===== config.mk =====
export PLATFORM = sky130hd
export DESIGN_NAME = alu_serial_rx
export DESIGN_NICKNAME = d
export VERILOG_FILES = /design/src/rtl/alu_serial_rx.sv
export SDC_FILE = /design/constraint.sdc
export NUM_CORES = 1
export LEC_CHECK = 0
export CORE_MARGIN = 3
export CORE_UTILIZATION = 40
export CTS_CLUSTER_SIZE = 8
export DETAILED_ROUTE_END_ITERATION = 16
export GPL_TIMING_DRIVEN = 0
export PLACE_DENSITY_LB_ADDON = 0.1
export RECOVER_POWER = 100
export SLEW_MARGIN = 20
export SYNTH_ARGS = -nofsm -noshare
export SYNTH_HDL_FRONTEND = slang
export SYNTH_SLANG_ARGS = --single-unit

===== constraint.sdc =====
create_clock -name clk -period 2.21 [get_ports clk]
set_input_delay 0.221 -clock clk [delete_from_list [all_inputs] [get_ports clk]]
set_output_delay 0.221 -clock clk [all_outputs]
set_load 0.05 [all_outputs]

===== src/rtl/alu_serial_rx.sv =====
// Serial front end of the ALU: deserializes 11-bit packets into {B, A, op},
// validates framing and CRC4, and presents one result per frame on valid/ready.
module alu_serial_rx (
    input  logic        clk,
    input  logic        rst,
    input  logic        sin,
    input  logic        out_ready,
    output logic        out_valid,
    output logic [31:0] a,
    output logic [31:0] b,
    output logic [2:0]  op,
    output logic [2:0]  err_flags,
    output logic        overrun
);

    typedef enum logic [1:0] {
        ST_IDLE    = 2'd0,
        ST_TYPE    = 2'd1,
        ST_PAYLOAD = 2'd2,
        ST_STOP    = 2'd3
    } state_t;

    state_t      state_r;
    logic        type_r;
    logic [2:0]  bit_cnt_r;
    logic [7:0]  payload_r;
    logic [63:0] shreg_r;
    logic [3:0]  pkt_cnt_r;
    logic [3:0]  crc_r;
    logic        corrupt_r;

    logic        frame_done_s;
    logic        slot_free_s;
    logic        corrupt_now_s;
    logic [2:0]  rx_op_s;
    logic [3:0]  rx_crc_s;
    logic [3:0]  calc_crc_s;
    logic [2:0]  flags_s;

    function automatic logic [3:0] crc4_step(input logic [3:0] crc, input logic d);
        logic fb;
        fb = crc[3] ^ d;
        crc4_step = {crc[2:0], 1'b0} ^ (fb ? 4'b0011 : 4'b0000);
    endfunction

    function automatic logic op_supported(input logic [2:0] code);
        case (code)
            3'b000, 3'b001, 3'b100, 3'b101: op_supported = 1'b1;
            default:                        op_supported = 1'b0;
        endcase
    endfunction

    // Frame completion decode: finish the CRC over {1, op} and rank the error flags
    always_comb begin
        rx_op_s       = payload_r[6:4];
        rx_crc_s      = payload_r[3:0];
        corrupt_now_s = corrupt_r | ~sin;
        slot_free_s   = ~out_valid | out_ready;
        calc_crc_s    = crc4_step(crc4_step(crc4_step(crc4_step(crc_r, 1'b1),
                            rx_op_s[2]), rx_op_s[1]), rx_op_s[0]);
        if ((state_r == ST_STOP) && type_r) begin
            frame_done_s = 1'b1;
        end else begin
            frame_done_s = 1'b0;
        end
        if ((pkt_cnt_r != 4'd8) || corrupt_now_s) begin
            flags_s = 3'b100;
        end else if (calc_crc_s != rx_crc_s) begin
            flags_s = 3'b010;
        end else if (!op_supported(rx_op_s)) begin
            flags_s = 3'b001;
        end else begin
            flags_s = 3'b000;
        end
    end

    // Packet FSM and frame accumulation (shift register, packet count, CRC, corrupt flag)
    always_ff @(posedge clk) begin
        if (rst) begin
            state_r   <= ST_IDLE;
            type_r    <= 1'b0;
            bit_cnt_r <= 3'd0;
            payload_r <= 8'd0;
            shreg_r   <= 64'd0;
            pkt_cnt_r <= 4'd0;
            crc_r     <= 4'd0;
            corrupt_r <= 1'b0;
        end else begin
            case (state_r)
                ST_IDLE: begin
                    if (!sin) begin
                        state_r <= ST_TYPE;
                    end
                end
                ST_TYPE: begin
                    type_r    <= sin;
                    bit_cnt_r <= 3'd0;
                    state_r   <= ST_PAYLOAD;
                end
                ST_PAYLOAD: begin
                    payload_r <= {payload_r[6:0], sin};
                    if (!type_r) begin
                        shreg_r <= {shreg_r[62:0], sin};
                        crc_r   <= crc4_step(crc_r, sin);
                    end
                    bit_cnt_r <= bit_cnt_r + 3'd1;
                    if (bit_cnt_r == 3'd7) begin
                        state_r <= ST_STOP;
                    end
                end
                ST_STOP: begin
                    state_r <= ST_IDLE;
                    if (type_r) begin
                        pkt_cnt_r <= 4'd0;
                        crc_r     <= 4'd0;
                        corrupt_r <= 1'b0;
                    end else begin
                        if (pkt_cnt_r != 4'd9) begin
                            pkt_cnt_r <= pkt_cnt_r + 4'd1;
                        end
                        if (!sin) begin
                            corrupt_r <= 1'b1;
                        end
                    end
                end
                default: begin
                    state_r <= ST_IDLE;
                end
            endcase
        end
    end

    // Output slot: load on completion when free, release on handshake, flag drops
    always_ff @(posedge clk) begin
        if (rst) begin
            out_valid <= 1'b0;
            a         <= 32'd0;
            b         <= 32'd0;
            op        <= 3'd0;
            err_flags <= 3'd0;
            overrun   <= 1'b0;
        end else begin
            if (frame_done_s && slot_free_s) begin
                out_valid <= 1'b1;
                b         <= shreg_r[63:32];
                a         <= shreg_r[31:0];
                op        <= rx_op_s;
                err_flags <= flags_s;
            end else if (out_valid && out_ready) begin
                out_valid <= 1'b0;
            end
            if (frame_done_s && !slot_free_s) begin
                overrun <= 1'b1;
            end
        end
    end

endmodule


==> reports/results.tsv <==
stage	metric	value	unit
global_route	grt-busiest-layer	met2	
setup_path	critical_path_peak_fanout	7	
final_layout	finish.net_count	825	
synthesis	async_reset_ff_share	0	%
final_layout	n_antenna_cell	0	
synthesis	synth.area.top_cells	dfxtp_1 54%, nand2_1 17%, a21oi_1 12%	
clocking	postCtsSetupRepairBufs	0	
final_layout	area_growth	25.7	%
synthesis	synth_edf_count	0	
power	leakagePower	2.72	nW
placement	place_area	6780	um^2
synthesis	netlist_area	5820	um^2
drt	drc	0	
drt	firstDrtPassIters	4	
sta	slew_headroom	52.6	%
synthesis	syn_nets	733	
synthesis	synthTopCellsByCount	268 x nand2_1, 158 x dfxtp_1, 140 x a21oi_1	
drt	dr_total_vias	4877	
clocking	cts-root-buf	clkbuf_16	
setup_path	critPathKind	reg2reg	
clocking	cts_max_level	4	
setup_path	crit_required	2.53	ns
floorplan	initial_core_util	41.4	%
power	cellPowerDensity	878	nW/um^2
power	finalPower	6.42	mW
global_route	use_met3	4.04	%
setup_path	r2r_cells	5	
final_layout	nFillCells	1320	
min_path	worstHoldPathCells	3	
clocking	cts_tree	yes	
drt	drtIter0Drc	253	
floorplan	die_w	127	um
synthesis	synth_area_per_cell	8.09	um^2
synthesis	synth_seq_area_share	54.4	%
drt	wl_per_cell	13.1	um
setup_path	critPathCaptureType	flop	
floorplan	die_h	127	um
placement	dp_cells	972	
synthesis	syn_inst	719	
synthesis	ys_ff_latch	158	
setup_path	crit_slowest_cell	nor4_1	
placement	gp_congestion	0.759	
global_route	grt_antenna_before_repair	0	
final_layout	drive_gt1_share	6.20	%
clocking	clock_latency	0.42	ns
synthesis	synth-main-ff-cell	dfxtp_1	
clocking	clock_path_buffers	2	
setup_path	slowest_delay	0.69	ns
synthesis	ys_warn_count	0	
power	ir_drop	549	uV
placement	port_buffers	73	
clocking	cts_made_buffers	17	
flow_run	cap_violations	0	
synthesis	synth.top_cell.area_share	54.4	%
drt	vias_per_cell	4.87	
floorplan	die_area	16000	um^2
floorplan	io_pins	76	
clocking	cts_resized	0	
synthesis	synthDominantAreaCellType	dfxtp_1	
sta	max_freq	504	MHz
global_route	grt_overflow_total	0	
drt	drtAntennaViolNets	0	
global_route	gr-usage-met2	27.0	%
setup_path	crit_arrival	2.30	ns
floorplan	core	14000	um^2
sta	setup_viol	0	
global_route	grt_pass1_wl	22.1	mm
sta	tightest_slew	0.705	ns
drt	routed_wl	13.2	mm
global_route	first_global_vias	4613	
sta	setup_tns	0	ns
clocking	hold_buffers	0	
sta	fin_crit_sh	89.7	%
sta	skew	0.00347	ns
sta	min_period	1.98	ns
setup_path	crit_path_start_kind	flop	
synthesis	ys_types	36	
sta	rsz0062_at_grt	false	
global_route	grt_max_degree	17	
final_layout	fin_area	7310	um^2
min_path	hold_path.class	in2reg	
sta	finalHoldViolCount	0	
clocking	cts.sinks	158	
placement	hpwl	9.41	mm
setup_path	crit_chain	ha_1 -> nand2_1 -> nor4_1 -> a21oi_1 -> a311oi_1	
global_route	grt_util_met1	22.4	%
floorplan	fp-row-count	43	
global_route	groute.usage.overall	16.9	%
sta	slew_violations	0	
run_status	status	complete, no violations	
clocking	path_clk_slew	0.06	ns
final_layout	final_cells	1002	
synthesis	yosysMostFrequentCell	nand2_1	
-- power by group --
group / total, mW / internal, mW / switching (mW)
logic: 0.709 / 0.236 / 0.473
clock network: 2.73 / 1.65 / 1.09
registers: 2.98 / 2.91 / 0.0712
-- per-stage QoR --
| step | utilization (%) | hold slack (ns) | worst slack [ns] |
|---|---|---|---|
| after floorplan | - | 0.429 | 0.639 |
| after global placement | 48.2 | 0.440 | 0.197 |
| after detailed placement | 48.2 | 0.446 | 0.136 |
| after CTS | 52.2 | 0.268 | 0.235 |
| after global routing | 52.1 | 0.288 | 0.0347 |
| final | 52.1 | 0.274 | 0.228 |
-- per-layer routing --
metal  up-vias  part of all wire [%]
li1       2527                     -
met1      2265                    48
met2        71                    47
met3        14                   3.2
met4         0                   1.4
met5         -                     0
-- path summary, 6_finish.rpt --
path	endpoint	from	slack, ns
worst min-delay path	shreg_r[0]	sin	0.27
worst max-delay path	err_flags[1]	state_r[1]	0.23
worst max register to register	err_flags[1]	state_r[1]	0.23
worst min register to register	a[9]	a[9]	0.45
-- placed cells by master (no fill, tap or decap), types with 3 or more instances in the layout --
master and n:
xor2_1 6, clkinv_2 5, a21oi_1 140, nand2_1 269
clkbuf_2 6, clkbuf_1 31, o21ai_0 5, buf_2 11
inv_1 6, dfxtp_1 158, nand3_1 3, nand2b_1 6
nor4_1 3, nor2_1 21, xnor2_1 6, mux2i_1 11
clkbuf_16 17, dlygate4sd3_1 72, nor3_1 4, ha_1 10
nor2b_1 3, clkbuf_8 4
-- flip-flops by register name (all words and copies together), names as in the netlist, 2 cells and up --
register	cells
shreg_r	64
state_r	2
err_flags	3
op	3
pkt_cnt_r	4
b	32
payload_r	7
crc_r	4
a	32
bit_cnt_r	3
-- cells by family after synthesis --
| logic type | count (synthesis) | synth area share [%] |
|---|---|---|
| AOI/OAI and AO/OA | 154 | 13.7 |
| xor gates and xnor gates | 12 | 1.81 |
| adders and majority gates | 10 | 2.15 |
| buffers and inverters | 56 | 4.19 |
| DFF | 158 | 54.4 |
| muxes | 12 | 2.09 |
| and+or+nand+nor | 317 | 21.7 |
-- worst max-delay path, delay by kind of cell, from the launching register on --
kind                       cells  cell delay (ns)
DFF                            1             0.38
and+or+nand+nor                2             0.91
AOI/OAI and AO/OA              2             0.35
adders and majority gates      1             0.25
-- cell type report --
type                       instances  area [um^2]  share of cell area [%]
clock buffer                      23          488                    6.67
sequential                       158         3160                    43.3
tap                              180          225                    3.08
clock inverter                     7         62.6                   0.856
timing repair buffer              73          731                    9.99
inverter                           6         22.5                   0.308
multi-input combinational        505         2400                    32.9
buffer                            50          216                    2.96
Note: power is estimated with default switching activity, not from simulation.
